<file path="src/rtl/alu_op_sequencer.sv">
`default_nettype none
// ============================================================================
// Module   : alu_op_sequencer
// Purpose  : Holds a 16-slot program of 12-bit instructions and drives the
//            tiny 4-bit ALU one instruction at a time. Each ALU instruction
//            takes FETCH, ISSUE, WAIT and CAPTURE. The result is captured after
//            the ALU's two-register latency and streamed out with the slot
//            that produced it. HALT, JMP and BZ are handled locally.
// Revision : 1.0 - initial release
// ============================================================================
module alu_op_sequencer #(
  parameter int MAX_STEPS = 255,
  parameter int STEP_W    = 8
) (
  input  logic        clk,
  input  logic        rst_n,
  input  logic        prog_we,
  input  logic [3:0]  prog_addr,
  input  logic [11:0] prog_data,
  input  logic        start,
  input  logic        stop,
  output logic [7:0]  alu_ui_in,
  output logic [7:0]  alu_uio,
  input  logic [7:0]  alu_uo_out,
  output logic        res_valid,
  output logic [7:0]  res_data,
  output logic [3:0]  res_pc,
  output logic [3:0]  pc,
  output logic        busy,
  output logic        done,
  output logic        timeout
);

  // Sequencer-only opcodes; everything below 0xC goes to the ALU unchanged.
  localparam logic [3:0]        OP_HALT    = 4'hC;
  localparam logic [3:0]        OP_BZ      = 4'hD;
  localparam logic [3:0]        OP_JMP     = 4'hE;
  localparam logic [11:0]       INSTR_HALT = 12'hC00;
  localparam logic [7:0]        ALU_NOP    = 8'h0F;
  localparam logic [STEP_W-1:0] STEP_LIMIT = STEP_W'(MAX_STEPS);
  localparam logic [STEP_W-1:0] STEP_ONE   = STEP_W'(1);
  localparam logic [3:0]        PC_ONE     = 4'd1;

  typedef enum logic [2:0] {
    S_IDLE    = 3'd0,
    S_FETCH   = 3'd1,
    S_ISSUE   = 3'd2,
    S_WAIT    = 3'd3,
    S_CAPTURE = 3'd4
  } state_t;

  state_t              state, state_n;
  logic [11:0]         prog_mem [16];
  logic [STEP_W-1:0]   step_cnt, step_cnt_n;
  logic                last_zero, last_zero_n;

  logic [3:0]          pc_n;
  logic                busy_n, done_n, res_valid_n, timeout_n;
  logic [7:0]          res_data_n;
  logic [3:0]          res_pc_n;
  logic [7:0]          alu_ui_in_n, alu_uio_n;

  // Current instruction fields.
  logic [11:0]         instr;
  logic [3:0]          instr_op;
  logic [3:0]          instr_a;

  assign instr    = prog_mem[pc];
  assign instr_op = instr[11:8];
  assign instr_a  = instr[3:0];

  // Program memory: resets to all-HALT, writable only while no run is active.
  always_ff @(posedge clk or negedge rst_n) begin
    if (!rst_n) begin
      for (int i = 0; i < 16; i++) begin
        prog_mem[i] <= INSTR_HALT;
      end
    end else if (prog_we && !busy) begin
      prog_mem[prog_addr] <= prog_data;
    end
  end

  // State and output register bank; every output comes straight from a flop.
  always_ff @(posedge clk or negedge rst_n) begin
    if (!rst_n) begin
      state     <= S_IDLE;
      pc        <= 4'd0;
      busy      <= 1'b0;
      done      <= 1'b0;
      res_valid <= 1'b0;
      res_data  <= 8'd0;
      res_pc    <= 4'd0;
      timeout   <= 1'b0;
      last_zero <= 1'b0;
      step_cnt  <= '0;
      alu_ui_in <= 8'd0;
      alu_uio   <= ALU_NOP;
    end else begin
      state     <= state_n;
      pc        <= pc_n;
      busy      <= busy_n;
      done      <= done_n;
      res_valid <= res_valid_n;
      res_data  <= res_data_n;
      res_pc    <= res_pc_n;
      timeout   <= timeout_n;
      last_zero <= last_zero_n;
      step_cnt  <= step_cnt_n;
      alu_ui_in <= alu_ui_in_n;
      alu_uio   <= alu_uio_n;
    end
  end

  // Next-state and next-output logic; pulses default low, everything else holds.
  always_comb begin
    state_n     = state;
    pc_n        = pc;
    busy_n      = busy;
    done_n      = 1'b0;
    res_valid_n = 1'b0;
    res_data_n  = res_data;
    res_pc_n    = res_pc;
    timeout_n   = timeout;
    last_zero_n = last_zero;
    step_cnt_n  = step_cnt;
    alu_ui_in_n = alu_ui_in;
    alu_uio_n   = alu_uio;

    if (state == S_IDLE) begin
      // start beats a simultaneous stop; stop alone is meaningless here.
      if (start) begin
        pc_n        = 4'd0;
        step_cnt_n  = '0;
        timeout_n   = 1'b0;
        last_zero_n = 1'b0;
        busy_n      = 1'b1;
        state_n     = S_FETCH;
      end
    end else if (stop) begin
      // Abort drops any in-flight instruction without emitting its result.
      state_n     = S_IDLE;
      busy_n      = 1'b0;
      done_n      = 1'b1;
      alu_ui_in_n = 8'd0;
      alu_uio_n   = ALU_NOP;
    end else begin
      case (state)
        S_FETCH: begin
          if (step_cnt == STEP_LIMIT) begin
            timeout_n = 1'b1;
            done_n    = 1'b1;
            busy_n    = 1'b0;
            state_n   = S_IDLE;
          end else if (instr_op == OP_HALT) begin
            done_n    = 1'b1;
            busy_n    = 1'b0;
            state_n   = S_IDLE;
          end else if (instr_op == OP_JMP) begin
            pc_n       = instr_a;
            step_cnt_n = step_cnt + STEP_ONE;
          end else if (instr_op == OP_BZ) begin
            pc_n       = last_zero ? instr_a : pc + PC_ONE;
            step_cnt_n = step_cnt + STEP_ONE;
          end else begin
            // ALU op (including 0xF NOP): present {B,A} and op for three cycles.
            alu_ui_in_n = instr[7:0];
            alu_uio_n   = {4'h0, instr_op};
            state_n     = S_ISSUE;
          end
        end
        S_ISSUE: begin
          state_n = S_WAIT;
        end
        S_WAIT: begin
          state_n = S_CAPTURE;
        end
        S_CAPTURE: begin
          // ALU output now reflects the instruction issued two edges ago.
          res_data_n  = alu_uo_out;
          res_pc_n    = pc;
          res_valid_n = 1'b1;
          last_zero_n = alu_uo_out[7];
          alu_ui_in_n = 8'd0;
          alu_uio_n   = ALU_NOP;
          pc_n        = pc + PC_ONE;
          step_cnt_n  = step_cnt + STEP_ONE;
          state_n     = S_FETCH;
        end
        default: begin
          state_n     = S_IDLE;
          busy_n      = 1'b0;
          alu_ui_in_n = 8'd0;
          alu_uio_n   = ALU_NOP;
        end
      endcase
    end
  end

endmodule
`default_nettype wire

</file>
<file path="config.mk">
export PLATFORM = sky130hd
export DESIGN_NAME = alu_op_sequencer
export DESIGN_NICKNAME = d
export VERILOG_FILES = /design/src/rtl/alu_op_sequencer.sv
export SDC_FILE = /design/constraint.sdc
export NUM_CORES = 1
export LEC_CHECK = 0
export ABC_AREA = 1
export BUFFER_PORTS_ARGS = -buffer_cell sky130_fd_sc_hd__buf_2
export CORE_MARGIN = 2
export CORE_UTILIZATION = 35
export CTS_CLUSTER_DIAMETER = 80
export DETAILED_ROUTE_END_ITERATION = 12
export MAX_ROUTING_LAYER = met4
export PLACE_DENSITY = 0.61
export SETUP_SLACK_MARGIN = 0.5
export SKIP_LAST_GASP = 1
export SYNTH_ARGS = -nofsm -noshare
export SYNTH_HDL_FRONTEND = slang
export SYNTH_SLANG_ARGS = --single-unit
</file>
<file path="constraint.sdc">
create_clock -name clk -period 2.3 [get_ports clk]
set_clock_uncertainty 0.05 [all_clocks]
set_input_delay 0.23 -clock clk [delete_from_list [all_inputs] [get_ports clk]]
set_output_delay 0.23 -clock clk [all_outputs]
set_load 0.02 [all_outputs]
</file>
Word-level counts from Yosys, hierarchy flattened
Cells that the tools add are included.

storage, ports and cells
  RAM bits = 0
  bits in latches = 0
  word-level logic and storage cells = 141
  flip-flop bits (word level) = 240
  memories = 0
  bits in read-only memories = 0
  input port bits = 29
  output and inout bits = 36

operators by class
  bitwise gates (word level) = 4
  shift-type cells = 0
  add/subtract/negate cells = 2
  multipliers = 0
  divide/modulo/power cells = 0
  magnitude comparators = 3
  reduce and logical (&&, ||, !) cells = 17
  mux-type cells = 65
  equal/unequal tests = 22

operators by type and width
  operator                                                                       number
  192-bit bitwise mux                                                            1
  8-bit 2-to-1 mux                                                               17
  12-bit binary-select mux with 4-bit select                                     1
  12-bit demux with 4-bit select                                                 1
  8-bit case mux with 2 select lines                                             3
  12-bit 2-to-1 mux                                                              3
  4-bit 2-to-1 mux                                                               8
  1-bit 2-to-1 mux                                                               21
  3-bit 2-to-1 mux                                                               7
  3-bit inequality test (second input constant)                                  6
  4-bit equality test (second input constant)                                    3
  6-bit inequality test (second input constant)                                  2
  3-bit case mux with 4 select lines                                             1
  3-bit AND reduction                                                            4
  6-bit AND reduction                                                            2
  5-bit >= comparator (second input constant)                                    2
  4-bit NOT with 5-bit output                                                    2
  8-bit by 1-bit adder with 8-bit output (second input constant)                 1
  8-bit equality test (second input constant)                                    1
  4-bit case mux with 2 select lines                                             1
  3-bit by 2-bit equality test with 1-bit output (second input constant)         2
  2-bit nonzero test                                                             3
  5-bit by 1-bit less-than comparator with 1-bit output (second input constant)  1
  5-bit inequality test (second input constant)                                  1
  16 further kinds                                                               19

Depth between registers and ports, before layout
Gate-level depths: netlist (run 1).

  depth in word-level cells = 12
  mapped depth = 19
  depth with buffers taken out = 16

Worst setup path before layout (run 1)
Ideal clock, no wire load.

  path kind = flip-flop to flip-flop
  start point = register pc[0]
  end point = register alu_ui_in[4]
  data required time = 2133 ps
  stages on the path, launching flop included = 18
  buffers on the path = 4
  setup time = 117 ps
  slack = 169 ps
  arrival time = 1964 ps
  clock period less this slack = 2131 ps
  path through = dfrtp_1 > buf_2 > inv_2 > buf_6 > buf_6 > o21ai_0 > nand3_1 > nand2_1 > nand2_1 > nor2_2 > nand2_2 > nand2_1 > nand2_2 > nand3_2 > nand2_2 > buf_6 > nand2_1 > nand2_1

on the way
  longest elaborated chain between the ends = 10
  elaborated cells between the ends (all ways) = 17
  classes of those cells = eq/ne (6); mux (9); bitwise (1); reduce/logical (1)

ends and longest elaborated chain
  what                                                    line  source
  start: declaration                                      28    output logic [3:0] pc,
  start signal: assignment                                100   pc <= pc_n;
  4-bit NOT with 5-bit output (implied by the code) *     68    assign instr = prog_mem[pc];
  12-bit binary-select mux with 4-bit select *            68
  12-bit 2-to-1 mux (implied by the code) * (2 in a row)  68
  8-bit 2-to-1 mux                                        161   end else if (instr_op == OP_BZ) begin
  8-bit 2-to-1 mux                                        158   end else if (instr_op == OP_JMP) begin
  8-bit 2-to-1 mux                                        154   end else if (instr_op == OP_HALT) begin
  8-bit 2-to-1 mux                                        149   if (step_cnt == STEP_LIMIT) begin
  8-bit case mux with 2 select lines                      147   case (state)
  8-bit 2-to-1 mux                                        139   end else if (stop) begin
  end signal: assignment                                  109   alu_ui_in <= alu_ui_in_n;
  end: declaration                                        22    output logic [7:0] alu_ui_in,

Mark *: on every way between the ends. The rest lies on a longest branch, timed or not. The select of a mux whose other input is x is not followed.
A chain may end at the register's enable or synchronous reset.

Worst setup path after layout (run 1)
  start point = register pc[0]
  end point = register pc[0]

on the way
  longest elaborated chain between the ends = 12
  elaborated cells between the ends (all ways) = 19
  classes of those cells = add/sub (1); eq/ne (5); mux (11); bitwise (1); reduce/logical (1)

ends and longest elaborated chain
  what                                                  line  source
  4-bit NOT with 5-bit output (implied by the code)     68
  12-bit binary-select mux with 4-bit select            68
  12-bit 2-to-1 mux (implied by the code) (2 in a row)  68
  4-bit 2-to-1 mux                                      162   pc_n = last_zero ? instr_a : pc + PC_ONE;
  4-bit 2-to-1 mux                                      161
  4-bit 2-to-1 mux                                      158
  4-bit 2-to-1 mux                                      154
  4-bit 2-to-1 mux                                      149
  4-bit case mux with 2 select lines                    147
  4-bit 2-to-1 mux                                      139
  4-bit 2-to-1 mux                                      129   if (state == S_IDLE) begin

Several ways; a longest one is shown, not always the timed one. The select of a mux whose other input is x is not followed.

==> results.json, run 1 <==
{
  "path_class": "reg2reg",
  "drtAntennaViolNets": 0,
  "yosysWarnings": 0,
  "die_y_um": 181,
  "syn_inst": 1351,
  "fp.dieArea_mm2": 0.0326,
  "dr_total_vias": 9506,
  "ios": 65,
  "syn-mean-instance-area_um2": 8.07,
  "hpwl_um": 20200,
  "wl_per_cell_um": 17.3,
  "maxSlewViolCount": 0,
  "cts-root-buf": "clkbuf_16",
  "row_count": 64,
  "io_buffers": 60,
  "cp_max_fo": 26,
  "drt_iter0_drc": 987,
  "yosys_register_bits": 236,
  "drt_wl_total_um": 32100,
  "final.min_clock_period_ps": 2280,
  "fin_nets": 1471,
  "ys_seq_area_frac": 0.546,
  "grt_use_total": 0.203,
  "rr_worst_depth": 11,
  "antenna_cells": 0,
  "clk_path_buf_depth": 3,
  "ys_dominant_reg_cell": "dfrtp_1",
  "critPathMaxStageDelay_ps": 490,
  "final.setup.tns_ps": 0,
  "end_kind": "register",
  "gp_congestion": 0.875,
  "slew_headroom": 0.622,
  "fp.coreArea_mm2": 0.0307,
  "crit_buf_inv": 4,
  "synth_edf_count": 0,
  "postLayoutSetupSlackWorst_ps": 18.1,
  "status": "complete, no violations",
  "synth_cell_types": 39,
  "clock-sinks": 236,
  "die_width_um": 181,
  "cts_tree": "built",
  "hold_viol": 0,
  "power_density_mw_per_mm2": 1350,
  "max_cap_viol_count": 0,
  "crit_cells": 11,
  "drcViolationCount": 0,
  "post_drt_via_cell_ratio": 5.12,
  "worst_pin_slew_ps": 566,
  "cts_buffers": 26,
  "drive_gt1_frac": 0.168,
  "dpl-instance-area_mm2": 0.0119,
  "crit_arrival_ps": 2700,
  "min_path_type": "in2reg",
  "rsz0062_at_grt": "true",
  "design_area_mm2": 0.0131,
  "crit_slowest_cell": "dfrtp_4",
  "grt-ovfl-total": 0,
  "worst_ep_required_time_ps": 2720,
  "grt_pass1_wl_um": 51700,
  "area_growth_pct": 20.2,
  "clk_pin_slew_ps": 60,
  "asyncSetResetFlopFracSynth": 1.00,
  "fin_crit_sh": 0.992,
  "grt_pass1_vias": 9112,
  "setup_violations": 0,
  "critical_path.top_delay_family": "buffers and inverters",
  "first_pass_iters": 6,
  "netlist_area_mm2": 0.0109,
  "crit_chain": "buf_12 -> buf_4 -> bufbuf_16 -> nor2_1 -> o21ai_0 -> nand3_1 -> a32oi_1 -> inv_1 -> o21ai_0 -> nand2_1 -> nand2_1",
  "insertion_delay_ps": 540,
  "start_util": 0.356,
  "antenna_found_initial": 0,
  "ir_drop_v": 0.000689,
  "startpoint_type": "register",
  "cts_htree_levels": 1,
  "fmax_mhz": 438,
  "hold_path_depth": 3,
  "dp_slack_ps": 20.8,
  "grt_max_degree": 60,
  "leakagePower_uw": 0.00629
}
## placed cells by master, fill, tap and decap left out, types with 6 or more instances in the layout
cell | netlist | layout
buf_12 | 0 | 9
buf_2 | 17 | 59
dlygate4sd3_1 | 0 | 11
clkbuf_1 | 58 | 14
o21ai_1 | 2 | 6
nand2_2 | 4 | 9
o21ai_0 | 250 | 246
nor2_1 | 111 | 108
buf_4 | 7 | 59
or2_2 | 7 | 7
o2111ai_1 | 7 | 7
nand2_1 | 457 | 451
nand3_1 | 73 | 72
clkbuf_8 | 0 | 6
dfstp_2 | 36 | 36
dfrtp_1 | 200 | 197
o22ai_1 | 10 | 10
inv_1 | 51 | 50
clkbuf_16 | 0 | 27
## Yosys cell counts (2+ instances only)
library cell | instances | share of area
a21oi_1 | 3 | 0.0014
a31oi_1 | 4 | 0.0023
a32oi_1 | 2 | 0.0016
and3_1 | 2 | 0.0011
buf_1 | 2 | 0.00069
buf_2 | 17 | 0.0078
buf_4 | 7 | 0.0048
buf_6 | 5 | 0.0052
clkbuf_1 | 58 | 0.020
dfrtp_1 | 200 | 0.46
dfstp_2 | 36 | 0.087
ha_1 | 2 | 0.0023
inv_1 | 51 | 0.018
inv_2 | 6 | 0.0021
nand2_1 | 457 | 0.16
nand2_2 | 4 | 0.0023
nand3_1 | 73 | 0.034
nand3_2 | 2 | 0.0018
nand4_1 | 5 | 0.0029
nor2_1 | 111 | 0.038
nor2_4 | 3 | 0.0031
nor3_1 | 2 | 0.00092
o2111ai_1 | 7 | 0.0056
o211ai_1 | 5 | 0.0034
o21a_1 | 2 | 0.0014
o21ai_0 | 250 | 0.11
o21ai_1 | 2 | 0.00092
o221ai_1 | 3 | 0.0024
o22ai_1 | 10 | 0.0057
or2_2 | 7 | 0.0040
xnor2_1 | 2 | 0.0016
xor2_1 | 4 | 0.0032
## cell families after synthesis
| kind of cell | synth area share |
|---|---|
| adders and majority gates | 0.00229 |
| and+or+nand+nor | 0.248 |
| AOI/OAI and AO/OA | 0.141 |
| xor gates and xnor gates | 0.00482 |
| DFF | 0.546 |
| buffers and inverters | 0.0581 |
| other | 0.000344 |
## registers in the layout (all words and copies together), names as in the netlist, 3 cells and up
| signal | cells |
|---|---|
| alu_ui_in | 8 |
| res_pc | 4 |
| res_data | 8 |
| state | 3 |
| alu_uio | 4 |
| step_cnt | 8 |
| pc | 4 |
| prog_mem | 192 |
## final timing paths
| check | start | endpoint | slack, ps |
|---|---|---|---|
| max | pc[0]$_DFFE_PN0P_ | pc[0]$_DFFE_PN0P_ | 20 |
| min | prog_data[1] | prog_mem[85]$_DFFE_PN0P_ | 150 |
| max reg2reg | pc[0]$_DFFE_PN0P_ | pc[0]$_DFFE_PN0P_ | 20 |
| min reg2reg | res_data[0]$_DFFE_PN0P_ | res_data[0]$_DFFE_PN0P_ | 410 |
| max in group asynchronous | rst_n | alu_uio[2]$_DFFE_PN1P_ | 1270 |
| min in group asynchronous | rst_n | res_data[6]$_DFFE_PN0P_ | 170 |
## repair_timing
item | in CTS | in global routing
resized for setup | 12 | 11
cloned | 2 | 1
hold endpoints to repair | 69 | 0
endpoints found under the setup margin | 74 | 135
setup buffers | 3 | 3
hold buffers | 11 | 0
pin swaps | 1 | 1
## worst min-delay path: cells and delay by family
kind,cells,cell delay [ps]
buf+inv,2,250
compound gates,1,210
## per-layer routing
layer | global-route usage | share of wire | wire, µm
met1 | 0.297 | 0.48 | 15300
met2 | 0.308 | 0.44 | 14200
met3 | 0.0228 | 0.063 | 2010
met4 | 0.0394 | 0.017 | 553
met5 | - | 0 | 0
## metrics by stage
stage	utilization	hold WS (ps)	instances	power, µW
2_1_floorplan	-	-116	1354	10900
3_3_place_gp	0.389	154	1788	13000
3_5_place_dp	0.389	153	1788	13200
4_1_cts	0.424	134	1852	17600
5_1_grt	0.427	176	1856	19000
6_report	0.427	145	1856	17700
## area by class of cell
class | count | area [µm²]
Clock inverter | 2 | 46.3
Timing Repair Buffer | 147 | 1210
Tap cell | 396 | 495
Fill cell | 3091 | 17600
Sequential cell | 236 | 5960
Clock buffer | 46 | 786
Multi-Input combinational cell | 972 | 4400
Inverter | 57 | 219
## where the power goes
part	internal, µW	switching, µW	total (µW)
sequential	5980	937	6920
combinational	2560	4140	6700
clock	2410	1650	4060
total	11000	6730	17700
Power figures use the tool's default switching activity.
==> run 2, diff against run 1 <==
--- a/config.mk
+++ b/config.mk
@@ -7,12 +7,13 @@
 export LEC_CHECK = 0
 export ABC_AREA = 1
 export BUFFER_PORTS_ARGS = -buffer_cell sky130_fd_sc_hd__buf_2
+export CELL_PAD_IN_SITES_DETAIL_PLACEMENT = 1
+export CELL_PAD_IN_SITES_GLOBAL_PLACEMENT = 2
 export CORE_MARGIN = 2
 export CORE_UTILIZATION = 35
 export CTS_CLUSTER_DIAMETER = 80
 export DETAILED_ROUTE_END_ITERATION = 12
-export MAX_ROUTING_LAYER = met4
-export PLACE_DENSITY = 0.61
+export PLACE_DENSITY = 0.86
 export SETUP_SLACK_MARGIN = 0.5
 export SKIP_LAST_GASP = 1
 export SYNTH_ARGS = -nofsm -noshare
==> run 2 against run 1 <==
  * First-iteration DRC count decreased by 47%
  * Via count increased by 2.6%
  * Final cell count increased by 0.86%
  * Total power increased by 6.9%
  * Critical path type unchanged
  * Hold slack got worse by 3.8 ps
  * Routed wire length increased by 14%
  * Die area unchanged
  * Clock-buffer cell count decreased by 4
  * Flip-flop and latch count unchanged
  * Register-to-register slack about the same
==> results.json, run 2 (synthesized netlist as in run 1, its figures left out) <==
{
  "dpl.cell_count": 1786,
  "worst_ep_required_time_ps": 2680,
  "hold_start": "prog_data[1]",
  "rr_worst_depth": 16,
  "layout_common_cells": "nand2_1 (435), o21ai_0 (243), dfrtp_1 (197), nor2_1 (96), nand3_1 (67)",
  "row_count": 64,
  "clk_path_buf_depth": 3,
  "die_width_um": 181,
  "startpoint_type": "register",
  "final.min_clock_period_ps": 2280,
  "hold_path_depth": 3,
  "drt_iter0_drc": 520,
  "cts_buffers": 28,
  "grt-ovfl-total": 0,
  "final_common_cell": "nand2_1",
  "first_pass_iters": 5,
  "finalNonFillerCells": 1872,
  "whs_ps": 141,
  "area_growth_pct": 24.0,
  "grt_pass1_wl_um": 56700,
  "cpMostUsedCell": "nand2_2",
  "slew_headroom": 0.579,
  "largest_reg_flops": 192,
  "clock-sinks": 236,
  "postLayoutSetupSlackWorst_ps": 20.4,
  "grt_max_degree": 65,
  "cts-root-buf": "clkbuf_16",
  "drtAntennaViolNets": 0,
  "worst_pin_slew_ps": 631,
  "grt_use_total": 0.218,
  "status": "complete, no violations",
  "drive_gt1_frac": 0.205,
  "path_class": "reg2reg",
  "dr_total_vias": 9750,
  "antenna_found_initial": 0,
  "p_total_uw": 18900,
  "end_kind": "register",
  "fmax_mhz": 439,
  "hold_viol": 0,
  "r2r_setup_slack_ps": 20,
  "io_buffers": 60,
  "cts_htree_levels": 1,
  "antenna_cells": 0,
  "leakagePower_uw": 0.00646,
  "drcViolationCount": 0,
  "maxSlewViolCount": 0,
  "grt_pass1_vias": 10136,
  "crit_buf_inv": 4,
  "die_y_um": 181,
  "wl_per_cell_um": 19.6,
  "crit_arrival_ps": 2660,
  "post_drt_via_cell_ratio": 5.21,
  "post-route-util": 0.441,
  "hold_end": "prog_mem[109]$_DFFE_PN0P_",
  "power_density_mw_per_mm2": 1400,
  "insertion_delay_ps": 550,
  "critical_path.top_delay_family": "simple AND/OR/NAND/NOR gates",
  "min_path_type": "in2reg",
  "fp.dieArea_mm2": 0.0326,
  "fin_crit_sh": 0.991,
  "drt_wl_total_um": 36700,
  "reg2reg_from": "pc[0]$_DFFE_PN0P_",
  "setup_violations": 0,
  "crit_slowest_cell": "dfrtp_4",
  "top_register": "prog_mem",
  "ir_drop_v": 0.000750,
  "fp.coreArea_mm2": 0.0307,
  "critPathMaxStageDelay_ps": 480,
  "dp_slack_ps": -10.8,
  "ios": 65,
  "cp_max_fo": 12,
  "gp_congestion": 0.804,
  "rsz0062_at_grt": "true",
  "hpwl_um": 22700,
  "fin_nets": 1485,
  "max_cap_viol_count": 0,
  "start_util": 0.356,
  "crit_chain": "inv_6 -> buf_12 -> buf_12 -> buf_4 -> o21ai_1 -> nand3_1 -> nand2_2 -> nand2_4 -> nor2_4 -> nand2_2 -> nand2_2 -> nand2_4 -> nand3_4 -> nand2_8 -> nand2_1 -> nand2_1",
  "cts_tree": "built",
  "clk_pin_slew_ps": 60,
  "rr_endpoint": "alu_ui_in[2]$_DFFE_PN0P_"
}
[run 2: changes by cell type in the layout (fill, tap and decap cells not counted), sizes merged]
cell / before / now
clkinv: 1 / 8
bufbuf: 2 / 1
buf: 133 / 142
inv: 57 / 58
[run 2: per-layer routing]
| metal | track usage | wire length [µm] | up-vias |
|---|---|---|---|
| met5 | 0 | 0 | - |
| met4 | 0.0623 | 1130 | 0 |
| met3 | 0.0327 | 1670 | 61 |
| met2 | 0.356 | 17000 | 238 |
| met1 | 0.300 | 16900 | 4867 |
| li1 | - | - | 4584 |
[run 2: worst max-delay path by stage]
| stage | startpoint | end | slack [ps] | cells past startpoint |
|---|---|---|---|---|
| floorplan | pc[0]$_DFFE_PN0P_ | alu_ui_in[4]$_DFFE_PN0P_ | 290 | 17 |
| global placement | pc[0]$_DFFE_PN0P_ | pc[1]$_DFFE_PN0P_ | 30 | 11 |
| detailed placement | pc[0]$_DFFE_PN0P_ | step_cnt[1]$_DFFE_PN0P_ | -10 | 16 |
| CTS | pc[0]$_DFFE_PN0P_ | state[1]$_DFFE_PN0P_ | 60 | 16 |
| global route | pc[0]$_DFFE_PN0P_ | alu_ui_in[7]$_DFFE_PN0P_ | -100 | 16 |
| finish | pc[0]$_DFFE_PN0P_ | alu_ui_in[2]$_DFFE_PN0P_ | 20 | 16 |
[run 2: per-stage QoR]
step | cell area, µm² | setup TNS (ps)
after floorplan | 10900 | 0
after global placement | 11900 | 0
after detailed placement | 11900 | -16.5
after CTS | 13000 | 0
after global routing | 13500 | -1570
final | 13500 | 0
[run 2: what timing repair did]
item,4_1_cts,5_1_grt
gates cloned,2,7
buffers inserted,1,13
hold endpoints to repair,72,0
pin swaps,0,29
setup endpoints to repair,77,137
hold buffers,11,0
resized for setup,12,74
[run 2: area by class of cell]
cell class / count / area (µm²)
clock buffer: 42 / 803
timing repair buffer: 159 / 1400
fill: 3627 / 17200
tap: 396 / 495
inverter: 57 / 226
clock inverter: 10 / 90.1
multi-input combinational: 972 / 4540
sequential: 236 / 5960
[run 2: report_power, final]
part / internal, µW / switching [µW] / total (µW)
registers: 5980 / 969 / 6950
clock network: 2520 / 1800 / 4320
logic: 2970 / 4660 / 7630
total: 11500 / 7420 / 18900
[run 2: worst reg2reg max path: stages, from the launching register on]
cell	delay, ps
dfrtp_4	480
inv_6	60
buf_12	140
buf_12	140
buf_4	130
o21ai_1	120
nand3_1	100
nand2_2	100
nand2_4	80
nor2_4	110
nand2_2	90
nand2_2	80
nand2_4	80
nand3_4	150
nand2_8	100
nand2_1	100
nand2_1	60
